===== src/rtl/tug_pkg.sv =====
// tug_pkg: shared FSM states, winner encodings and score limit for the tug-of-war controller
package tug_pkg;
    typedef enum logic [1:0] {PLAY, WIN_HOLD, FIELD_RST, GAME_OVER} state_t;
    localparam logic [1:0] WIN_NONE  = 2'b00;
    localparam logic [1:0] WIN_LEFT  = 2'b10;
    localparam logic [1:0] WIN_RIGHT = 2'b01;
    localparam logic [2:0] SCORE_MAX = 3'd7;
    function automatic logic [2:0] sat_inc(input logic [2:0] s);
        return (s == SCORE_MAX) ? s : s + 3'd1;
    endfunction
endpackage


===== src/rtl/key_pulse.sv =====
// key_pulse: 2-flop synchronizer plus rising-edge detector giving one press per key press
module key_pulse (
    input  logic clk,
    input  logic reset,
    input  logic key,
    output logic press
);
    logic s1, s2, s3;
    always_ff @(posedge clk) begin
        if (reset) begin
            s1 <= 1'b0;
            s2 <= 1'b0;
            s3 <= 1'b0;
        end else begin
            s1 <= key;
            s2 <= s1;
            s3 <= s2;
        end
    end
    assign press = s2 & ~s3;
endmodule


===== src/rtl/tug_game_ctrl.sv =====
// tug_game_ctrl: forwards player pushes to the playfield, detects wins, keeps score and re-arms rounds
module tug_game_ctrl
    import tug_pkg::*;
#(
    parameter int HOLD_CYCLES = 8
) (
    input  logic       clk,
    input  logic       reset,
    input  logic       key_l,
    input  logic       key_r,
    input  logic [9:1] led,
    output logic       pf_L,
    output logic       pf_R,
    output logic       pf_reset,
    output logic [2:0] score_l,
    output logic [2:0] score_r,
    output logic [1:0] winner,
    output logic       game_over
);
    state_t     state;
    logic [7:0] cnt;
    logic       press_l, press_r, lone_l, lone_r, maxed;
    logic       unused_led;

    key_pulse u_key_l (.clk(clk), .reset(reset), .key(key_l), .press(press_l));
    key_pulse u_key_r (.clk(clk), .reset(reset), .key(key_r), .press(press_r));

    assign lone_l     = press_l & ~press_r;
    assign lone_r     = press_r & ~press_l;
    assign maxed      = (score_l == SCORE_MAX) | (score_r == SCORE_MAX);
    assign unused_led = ^led[8:2];

    always_ff @(posedge clk) begin
        if (reset) begin
            state     <= PLAY;
            cnt       <= 8'd0;
            pf_L      <= 1'b0;
            pf_R      <= 1'b0;
            pf_reset  <= 1'b0;
            score_l   <= 3'd0;
            score_r   <= 3'd0;
            winner    <= WIN_NONE;
            game_over <= 1'b0;
        end else begin
            pf_L     <= 1'b0;
            pf_R     <= 1'b0;
            pf_reset <= 1'b0;
            case (state)
                PLAY: begin
                    if (lone_l && led[9]) begin
                        score_l <= sat_inc(score_l);
                        winner  <= WIN_LEFT;
                        cnt     <= 8'(HOLD_CYCLES);
                        state   <= WIN_HOLD;
                    end else if (lone_r && led[1]) begin
                        score_r <= sat_inc(score_r);
                        winner  <= WIN_RIGHT;
                        cnt     <= 8'(HOLD_CYCLES);
                        state   <= WIN_HOLD;
                    end else begin
                        pf_L <= lone_l;
                        pf_R <= lone_r;
                    end
                end
                WIN_HOLD: begin
                    cnt <= (cnt == 8'd0) ? 8'd0 : cnt - 8'd1;
                    if (cnt <= 8'd1) begin
                        state    <= FIELD_RST;
                        pf_reset <= 1'b1;
                        winner   <= WIN_NONE;
                    end
                end
                FIELD_RST: begin
                    state     <= maxed ? GAME_OVER : PLAY;
                    game_over <= maxed;
                end
                GAME_OVER: game_over <= 1'b1;
                default:   state <= PLAY;
            endcase
        end
    end
endmodule


===== config.mk =====
export PLATFORM = sky130hd
export DESIGN_NAME = tug_game_ctrl
export DESIGN_NICKNAME = d
export VERILOG_FILES = /design/src/rtl/tug_pkg.sv /design/src/rtl/key_pulse.sv /design/src/rtl/tug_game_ctrl.sv
export SDC_FILE = /design/constraint.sdc
export NUM_CORES = 1
export LEC_CHECK = 0
export CORE_ASPECT_RATIO = 0.9
export CORE_MARGIN = 2
export CORE_UTILIZATION = 51
export DETAILED_ROUTE_END_ITERATION = 7
export PLACE_DENSITY = 0.78
export SLEW_MARGIN = 20
export SYNTH_ARGS = -nofsm -noshare
export SYNTH_HDL_FRONTEND = slang
export SYNTH_SLANG_ARGS = --single-unit

===== constraint.sdc =====
create_clock -name clk -period 2.1 [get_ports clk]
set_input_delay 0.42 -clock clk [delete_from_list [all_inputs] [get_ports clk]]
set_output_delay 0.42 -clock clk [all_outputs]
set_load 0.1 [all_outputs]

==> Word level (Yosys, flattened, before mapping) <==
Index checks and enable logic that the tools add are counted.
W data, S select, Z words.
{ "totals": {"ff_bits": 28, "input_bits": 13, "out_inout_bits": 12, "word_cells": 68} }
{ "classes": {"add_sub_neg": 3, "order_cmp": 1, "eq_ne": 7, "n_mux": 14, "bitwise_logic": 14, "reduce_logical": 14} }
{ "ops": {"columns": ["op", "n"], "rows": [
  ["$mux W8", 3],
  ["$pmux W8 S2", 1],
  ["$mux W2", 6],
  ["$not A1 Y1", 9],
  ["$reduce_and A3 Y1", 3],
  ["$le A8 B1 Y1 const B", 1],
  ["$logic_not A8 Y1", 1],
  ["$sub A8 B1 Y8 const B", 1],
  ["$add A3 B1 Y3 const B", 2],
  ["$eq A3 B3 Y1 const B", 2],
  ["$pmux W2 S3", 1],
  ["$and A1 B1 Y1", 4],
  ["$eq A2 B2 Y1 const B", 2],
  ["$pmux W2 S2", 1],
  ["$reduce_and A4 Y1", 1],
  ["$reduce_bool A2 Y1", 2],
  ["$reduce_or A4 Y1", 1],
  ["$ne A3 B3 Y1 const B", 1],
  ["$reduce_bool A3 Y1", 1],
  ["$eq A2 B1 Y1 const B", 1],
  ["$logic_and A1 B1 Y1", 2],
  ["$logic_not A2 Y1", 1],
  ["$ne A2 B2 Y1 const B", 1],
  ["$pmux W1 S2", 1],
  ["4 further kinds", 4]
]} }

==> Longest topological paths before layout <==
Gate-level depths: netlist of the first run.
{ "depth": {"depth_word": 8, "mapped_depth": 7, "mapped_depth_nobuf": 6} }

==> Hierarchy <==
From an unflattened synthesis of the first run, not the netlist that was laid out.
{ "unflattened": {"hier_cells": 141, "area_unflattened_um2": 1388.8} }
{ "modules_own_cells": {"columns": ["mod", "n_inst", "cells_per_inst", "area_each_um2", "seq_area_each_um2"], "rows": [
  ["tug_game_ctrl", 1, 127, 1213.7, 440.4],
  ["key_pulse", 2, 7, 87.6, 60.1]
]} }

==> Worst setup path before layout of the first run <==
Ideal clock, no wire load.
{ "synth_timing": {"kind": "register to register", "start": "register score_l[0]", "end": "register score_l[2]", "setup_ps": 128, "t_arrival_ps": 2073, "required_ps": 1972, "setup_slack_ps": -101, "stages_incl_launch_ff": 6, "n_path_buf": 0, "synth_period_minus_slack_ps": 2201, "path_cell_list": "dfxtp_1 -> ha_1 -> ha_1 -> nor4_1 -> mux2i_1 -> nor2_1"} }
{ "synth_between": {"elab_chain_len": 3, "elab_cells_between_ends": 4, "cone_classes": "add/sub (1); eq/ne (1); bitwise (1); reduce/logical (1)"} }
{ "synth_lines": {"columns": ["item", "line_no", "text"], "rows": [
  ["start, declared", "tug_game_ctrl.sv:15", "output logic [2:0] score_l,"],
  ["start signal, assigned", "tug_game_ctrl.sv:51", "score_l <= sat_inc(score_l);"],
  ["$eq A3 B3 Y1", "tug_pkg.sv:9", "return (s == SCORE_MAX) ? s : s + 3'd1;"],
  ["$not A1 Y1 (no line)", null, null],
  ["$reduce_and A3 Y1 (no line)", null, null]
]} }
Parallel ways exist; a longest one is shown, timed or not.
A chain may end at the register's enable or synchronous reset.

==> Final worst setup path of the first run <==
{ "layout_timing": {"start": "register cnt[5]", "end": "register state[1]"} }
{ "layout_between": {"elab_chain_len": 3} }
{ "layout_lines": {"columns": ["item", "line_no", "text"], "rows": [
  ["start, declared", "tug_game_ctrl.sv:21", "logic [7:0] cnt;"],
  ["start signal, assigned", "tug_game_ctrl.sv:53", "cnt <= 8'(HOLD_CYCLES);"],
  ["start signal, assigned", "tug_game_ctrl.sv:58", "cnt <= 8'(HOLD_CYCLES);"],
  ["start signal, assigned", "tug_game_ctrl.sv:66", "cnt <= (cnt == 8'd0) ? 8'd0 : cnt - 8'd1;"],
  ["$le A8 B1 Y1", "tug_game_ctrl.sv:67", "if (cnt <= 8'd1) begin"],
  ["$ne A2 B2 Y1 (no line)", null, null],
  ["$reduce_and A3 Y1 (no line)", null, null],
  ["end signal, assigned", "tug_game_ctrl.sv:74", "state <= maxed ? GAME_OVER : PLAY;"],
  ["end, declared", "tug_game_ctrl.sv:20", "state_t state;"]
]} }
Every way passes these cells.

==> qor.yml, run 1 <==
rows: 17
cp.arrival_ns: 2.27
antenna_found_initial: 0
cts_root_buf: "clkbuf_4"
cp.required_ns: 2.34
dieArea_mm2: 0.00316
fmax_mhz: 493
maxCapViolCount: 0
cts_setup_buffers: 0
maxSlewHeadroom: 0.605
initial_core_util: 0.554
vdd_drop_max_v: 0.000663
portBuffers: 17
fin_crit_ns: 2.03
ff2ff_setup_slack_ns: 0.07
die_w_um: 59.0
status: "finished clean"
worst_slew_pin_slew_ns: 0.587
syn_area_mm2: 0.00139
synth-seq-cells: 28
io_pins: 25
drt-initial-drc-count: 49
grt_pass1_vias: 1235
post_synth_num_cell_types: 40
first_pass_iters: 4
worst_path_largest_cell_delay_ns: 0.46
syn-instance-count: 156
drcViolationCount: 0
grt_overflow: 0
leakagePower_nw: 0.719
die_h_um: 53.5
hold_viol_final: 0
final_cells: 211
crit_path_end_kind: "flip-flop"
cp-endpoint: "state[1]"
post_drt_wl_per_cell_um: 14.5
dp.cells: 207
grt_usage: 0.226
syn-num-nets: 180
r2r-end: "state[1]"
startpoint: "cnt[5]"
final_core_util: 0.673
setup_viol: 0
clk_transition_reported_paths_ns: 0.15
grt_pass1_wl_um: 5350
dp_hpwl_um: 2380
grt_max_degree: 17
syn2layout_area_growth_pct: 21.5
r2r-start: "cnt[5]"
startpoint_type: "flip-flop"
finalMaxSlewViolations: 0
finalCritPeriodShare: 0.967
worst_r2r_path_depth: 4
place.gp.congestion: 0.819
path_class: "flip-flop to flip-flop"
vias: 1234
slowest_stage: "o41a_1"
layout-drive-gt1-share: 0.186
clock_path_buffers: 2
stdcell_area_mm2: 0.00169
hold_ws_ns: 0.458
ys_seq_area_frac: 0.403
cts_sinks: 28
hold_class: "flip-flop to flip-flop"
wirelength_um: 3050
fill_cells: 204
cts_buffers: 3
fin_nets: 208
cellPowerDensity_mw_per_mm2: 819
power_w: 0.00138
placed_area_mm2: 0.00163
via_per_inst: 5.85
tritoncts: "yes"
avgSynthCellArea_um2: 8.91
num_antenna_cells: 0
clk_latency_ns: 0.33
cts_max_level: 1
crit_chain: "or3_1, o41a_1, a311oi_2, mux2_1"
ant_nets: 0
fin_skew_ns: 0.00886
critPathMaxFanout: 5
core-area_mm2: 0.00251
ys_warn_count: 0
==> power by group <==
group / switching, W / internal [W] / total (W)
clock: 0.000160 / 0.000193 / 0.000353
sequential: 0.0000296 / 0.000565 / 0.000595
combinational: 0.000271 / 0.000165 / 0.000436
total: 0.000461 / 0.000924 / 0.00138
==> what timing repair did <==
| item | CTS | global route |
|---|---|---|
| endpoints found under the setup margin | 0 | 1 |
| hold buffers | 0 | 0 |
| resized for setup | 0 | 1 |
==> worst max-delay path, delay by kind of cell, from the launching register on <==
kind	cells	cell delay, ns
compound gates	2	0.81
flops	1	0.38
mux	1	0.37
simple gates	1	0.38
==> kinds of logic (layout without fill, tap and decap cells) <==
| logic type | Yosys count | after routing | synth area share |
|---|---|---|---|
| simple gates | 60 | 60 | 0.229 |
| buf+inv | 14 | 41 | 0.0387 |
| fa+ha+maj | 11 | 11 | 0.0990 |
| flops | 28 | 28 | 0.403 |
| xor+xnor | 2 | 2 | 0.0126 |
| compound gates | 37 | 37 | 0.188 |
| mux | 4 | 4 | 0.0297 |
==> registers in the layout (all words and copies together) (netlist names) <==
signal	flops
cnt	8
game_over	1
pf_L	1
pf_R	1
pf_reset	1
score_l	3
score_r	3
state	2
u_key_l.s1	1
u_key_l.s2	1
u_key_l.s3	1
u_key_r.s1	1
u_key_r.s2	1
u_key_r.s3	1
winner	2
==> placed cells by master, fill, tap and decap left out, types with 2 or more instances in the layout <==
cell / instances
inv_1: 9
nor2_1: 8
o21ai_0: 7
o32ai_1: 2
o211ai_1: 2
nor2b_1: 7
ha_1: 10
xnor2_1: 2
a22o_1: 2
clkdlybuf4s50_1: 5
nand2b_1: 2
or2_2: 2
nor3_1: 7
nor4_1: 4
dfxtp_1: 28
a32o_1: 3
a21oi_1: 9
or3_1: 4
buf_4: 23
nand3_1: 6
mux2i_1: 3
nand2_1: 13
clkbuf_4: 3
a31oi_1: 2
==> cell usage after synthesis, drive strengths merged <==
master	n	area, um^2
dfxtp	28	561
nand2	13	48.8
ha	11	138
a21oi	9	45.0
inv	9	33.8
nor2	8	30.0
o21ai	8	40.0
nor2b	7	43.8
nor3	7	35.0
nand3	6	30.0
clkbuf	5	20.0
nor4	5	31.3
or3	4	25.0
a32o	3	30.0
mux2i	3	30.0
a22o	2	17.5
a311oi	2	23.8
a31oi	2	12.5
and2b	2	18.8
nand2b	2	12.5
o211ai	2	15.0
o32ai	2	17.5
or2	2	12.5
xnor2	2	17.5
a21boi	1	7.51
a221oi	1	8.76
a22oi	1	7.51
and3	1	6.26
mux2	1	11.3
nor3b	1	7.51
o2111ai	1	8.76
o22ai	1	6.26
o32a	1	10.0
o41a	1	11.3
or3b	1	8.76
or4	1	7.51
==> cell type report <==
type                    count  area [um^2]  area share
inverters                   9         33.8      0.0200
clock buffers               3         22.5      0.0133
multi-input cells         114          785       0.464
repair buffers             28          223       0.132
well taps                  28         35.0      0.0207
clock inverters             1         30.0      0.0178
flip-flops and latches     28          561       0.332
==> through the flow <==
step	TNS (ns)	setup WS [ns]
after floorplan	0	0.00825
after global placement	0	0.0597
after detailed placement	0	0.0225
after CTS	0	0.0684
after global routing	-0.00222	-0.00222
final	0	0.0702
==> worst min path at each step <==
stage	startpoint	end	slack, ns	cells past startpoint
floorplan	u_key_l.s1	u_key_l.s2	0.41	1
global placement	u_key_l.s1	u_key_l.s2	0.42	1
detailed placement	u_key_r.s1	u_key_r.s2	0.43	1
CTS	u_key_r.s1	u_key_r.s2	0.46	1
global route	u_key_r.s1	u_key_r.s2	0.49	1
finish	u_key_r.s1	u_key_r.s2	0.46	1
==> layer usage <==
layer | vias up | wire length, um | GRT usage
met4 | 0 | 42 | 0.0758
li1 | 623 | - | -
met3 | 6 | 154 | 0.0481
met2 | 47 | 1480 | 0.398
met1 | 558 | 1380 | 0.274
met5 | - | 0 | 0
No activity file was read; power rests on OpenSTA's default activity.
==> inputs of run 2 (changes only) <==
--- a/config.mk
+++ b/config.mk
@@ -9,6 +9,7 @@
 export CORE_MARGIN = 2
 export CORE_UTILIZATION = 51
 export DETAILED_ROUTE_END_ITERATION = 7
+export GPL_TIMING_DRIVEN = 1
 export PLACE_DENSITY = 0.78
 export SLEW_MARGIN = 20
 export SYNTH_ARGS = -nofsm -noshare
==> results of run 2 <==
Final layout, timing and power as in run 1 (identical DEF).
==> inputs of run 3 (changes only) <==
--- a/config.mk
+++ b/config.mk
@@ -6,11 +6,10 @@
 export NUM_CORES = 1
 export LEC_CHECK = 0
 export CORE_ASPECT_RATIO = 0.9
-export CORE_MARGIN = 2
-export CORE_UTILIZATION = 51
+export CORE_MARGIN = 3
+export CORE_UTILIZATION = 40
 export DETAILED_ROUTE_END_ITERATION = 7
 export GPL_TIMING_DRIVEN = 1
-export PLACE_DENSITY = 0.78
 export SLEW_MARGIN = 20
 export SYNTH_ARGS = -nofsm -noshare
 export SYNTH_HDL_FRONTEND = slang
==> run 3 against run 2 <==
Effect of this change:
- non-clock buffer count rose by 1
- clock-buffer cell count stayed put
- critical endpoint unchanged
- sequential share of layout area decreased by 0.89 points
==> qor.yml, run 3 (synthesis results as in run 1) <==
crit_path_end_kind: "flip-flop"  # unchanged
regMostFlops: "cnt"  # unchanged
layout-drive-gt1-share: 0.201  # was 0.186
fin_skew_ns: 0.00222  # was 0.00886 ns
slowest_stage: "o41a_1"  # unchanged
power_w: 0.00147  # was 0.00138 W
top_regs: "cnt: 8 flops, score_l: 3 flops, score_r: 3 flops"  # unchanged
wirelength_um: 3070  # was 3050 um
setup_viol: 0  # unchanged
cts_setup_buffers: 0  # unchanged
whs_path_depth: 1  # unchanged
path_class: "flip-flop to flip-flop"  # unchanged
core-area_mm2: 0.00319  # was 0.00251 mm^2
worst_r2r_path_depth: 4  # unchanged
cts_max_level: 1  # unchanged
startpoint_type: "flip-flop"  # unchanged
die_w_um: 68.1  # was 59.0 um
layout_common_cells: "dfxtp_1 (28), buf_4 (24), nand2_1 (13), a21oi_1 (9), ha_1 (9)"  # was dfxtp_1 (28), buf_4 (23), nand2_1 (13), ha_1 (10)
grt_pass1_vias: 1193  # was 1,235
cts_buffers: 3  # unchanged
maxSlewHeadroom: 0.681  # was 0.605
drcViolationCount: 0  # unchanged
cts_root_buf: "clkbuf_8"  # was clkbuf_4
rsz0062_at_grt: "false"
tritoncts: "yes"  # unchanged
hold_class: "flip-flop to flip-flop"  # unchanged
clock_path_buffers: 2  # unchanged
maxCapViolCount: 0  # unchanged
hold_viol_final: 0  # unchanged
ff2ff_setup_slack_ns: 0.08  # was 0.07 ns
clk_transition_reported_paths_ns: 0.10  # was 0.15 ns
worst_path_largest_cell_delay_ns: 0.46  # about the same
worstHoldStart: "u_key_l.s1"  # was u_key_r.s1
worst_slew_pin_slew_ns: 0.475  # was 0.587 ns
fill_cells: 319  # was 204
vias: 1228  # was 1,234
num_antenna_cells: 0  # unchanged
grt_overflow: 0  # unchanged
initial_core_util: 0.436  # was 0.554
clk_latency_ns: 0.27  # was 0.33 ns
cp.required_ns: 2.27  # was 2.34 ns
finalCritPeriodShare: 0.960  # was 0.967
ant_nets: 0  # unchanged
cp.arrival_ns: 2.18  # was 2.27 ns
fin_nets: 209  # was 208
fmax_mhz: 496  # was 493 MHz
grt_usage: 0.172  # was 0.226
finalSetupTns_ns: 0  # unchanged
grt_pass1_wl_um: 5440  # was 5350 um
cts_sinks: 28  # unchanged
drt-initial-drc-count: 59  # was 49
cellPowerDensity_mw_per_mm2: 846  # was 819 mW/mm^2
largest_reg_flops: 8  # unchanged
leakagePower_nw: 0.731  # was 0.719 nW
antenna_found_initial: 0  # unchanged
syn2layout_area_growth_pct: 24.8  # was 21.5%
first_pass_iters: 4  # unchanged
via_per_inst: 5.43  # was 5.85
crit_chain: "or3_1, o41a_1, a311oi_2, mux2_1"  # unchanged
fin_crit_ns: 2.02  # was 2.03 ns
finalMaxSlewViolations: 0  # unchanged
status: "finished clean"  # unchanged
rows: 19  # was 17
placed_area_mm2: 0.00166  # was 0.00163 mm^2
startpoint: "cnt[5]"  # unchanged
r2r-start: "cnt[5]"  # unchanged
dieArea_mm2: 0.00422  # was 0.00316 mm^2
vdd_drop_max_v: 0.000493  # was 0.000663 V
dp_hpwl_um: 2380  # about the same
stdcell_area_mm2: 0.00174  # was 0.00169 mm^2
place.gp.congestion: 0.839  # was 0.819
die_h_um: 61.9  # was 53.5 um
final_common_cell: "dfxtp_1"  # unchanged
holdPathEnd: "u_key_l.s2"  # was u_key_r.s2
io_pins: 25  # unchanged
critPathMaxFanout: 5  # unchanged
grt_max_degree: 25  # was 17
post_drt_wl_per_cell_um: 13.6  # was 14.5 um
r2r-end: "state[1]"  # unchanged
portBuffers: 17  # unchanged
run 3: how the worst max path moves through the flow:
stage | endpoint | slack, ns | cells after the start
2_1_floorplan | state[1] | 0.008 | 6
3_3_place_gp | cnt[4] | 0.06 | 6
3_5_place_dp | cnt[4] | 0.02 | 6
4_1_cts | cnt[6] | 0.08 | 6
5_1_grt | cnt[6] | 0.03 | 6
6_report | state[1] | 0.08 | 4
run 3: through the flow:
stage          hold WS [ns]  worst slack, ns  instances   util
2_1_floorplan         0.414          0.00825        156      -
3_3_place_gp          0.422           0.0553        222  0.521
3_5_place_dp          0.429           0.0197        222  0.521
4_1_cts               0.458           0.0778        226  0.543
5_1_grt               0.464           0.0274        226  0.545
6_report              0.452           0.0835        226  0.545
run 3: metal layers:
metal | up-vias | share of wire | global-route usage | wire (um)
met5 | - | 0 | 0 | 0
met1 | 582 | 0.49 | 0.237 | 1500
met4 | 0 | 0.0059 | 0.0425 | 18
met2 | 20 | 0.47 | 0.268 | 1430
li1 | 624 | - | - | -
met3 | 2 | 0.039 | 0.0468 | 119
run 3: what timing repair did:
| item | 4_1_cts | 5_1_grt |
|---|---|---|
| hold buffers | 0 | 0 |
| setup endpoints to repair | 0 | 3 |
| gates resized for setup | 0 | 3 |
run 3: critical path: cells and delay by family (launching register included):
kind	cells	cell delay, ns
multiplexers	1	0.37
AO/OA/AOI/OAI	2	0.81
AND/OR/NAND/NOR	1	0.39
flip-flops	1	0.35
run 3: area by class of cell:
| class | instances | area (um^2) | share of cell area |
|---|---|---|---|
| Multi-Input combinational cell | 114 | 787 | 0.453 |
| Sequential cell | 28 | 561 | 0.323 |
| Timing Repair Buffer | 29 | 230 | 0.133 |
| Tap cell | 42 | 52.6 | 0.0303 |
| Clock buffer | 3 | 41.3 | 0.0238 |
| Inverter | 9 | 33.8 | 0.0195 |
| Clock inverter | 1 | 30.0 | 0.0173 |
run 3: where the power goes:
| part | switching, W | internal [W] | total, W | leakage [nW] |
|---|---|---|---|---|
| sequential | 0.0000286 | 0.000564 | 0.000593 | 0.227 |
| clock | 0.000171 | 0.000255 | 0.000426 | 0.0357 |
| combinational | 0.000273 | 0.000177 | 0.000449 | 0.468 |
| total | 0.000472 | 0.000996 | 0.00147 | 0.731 |
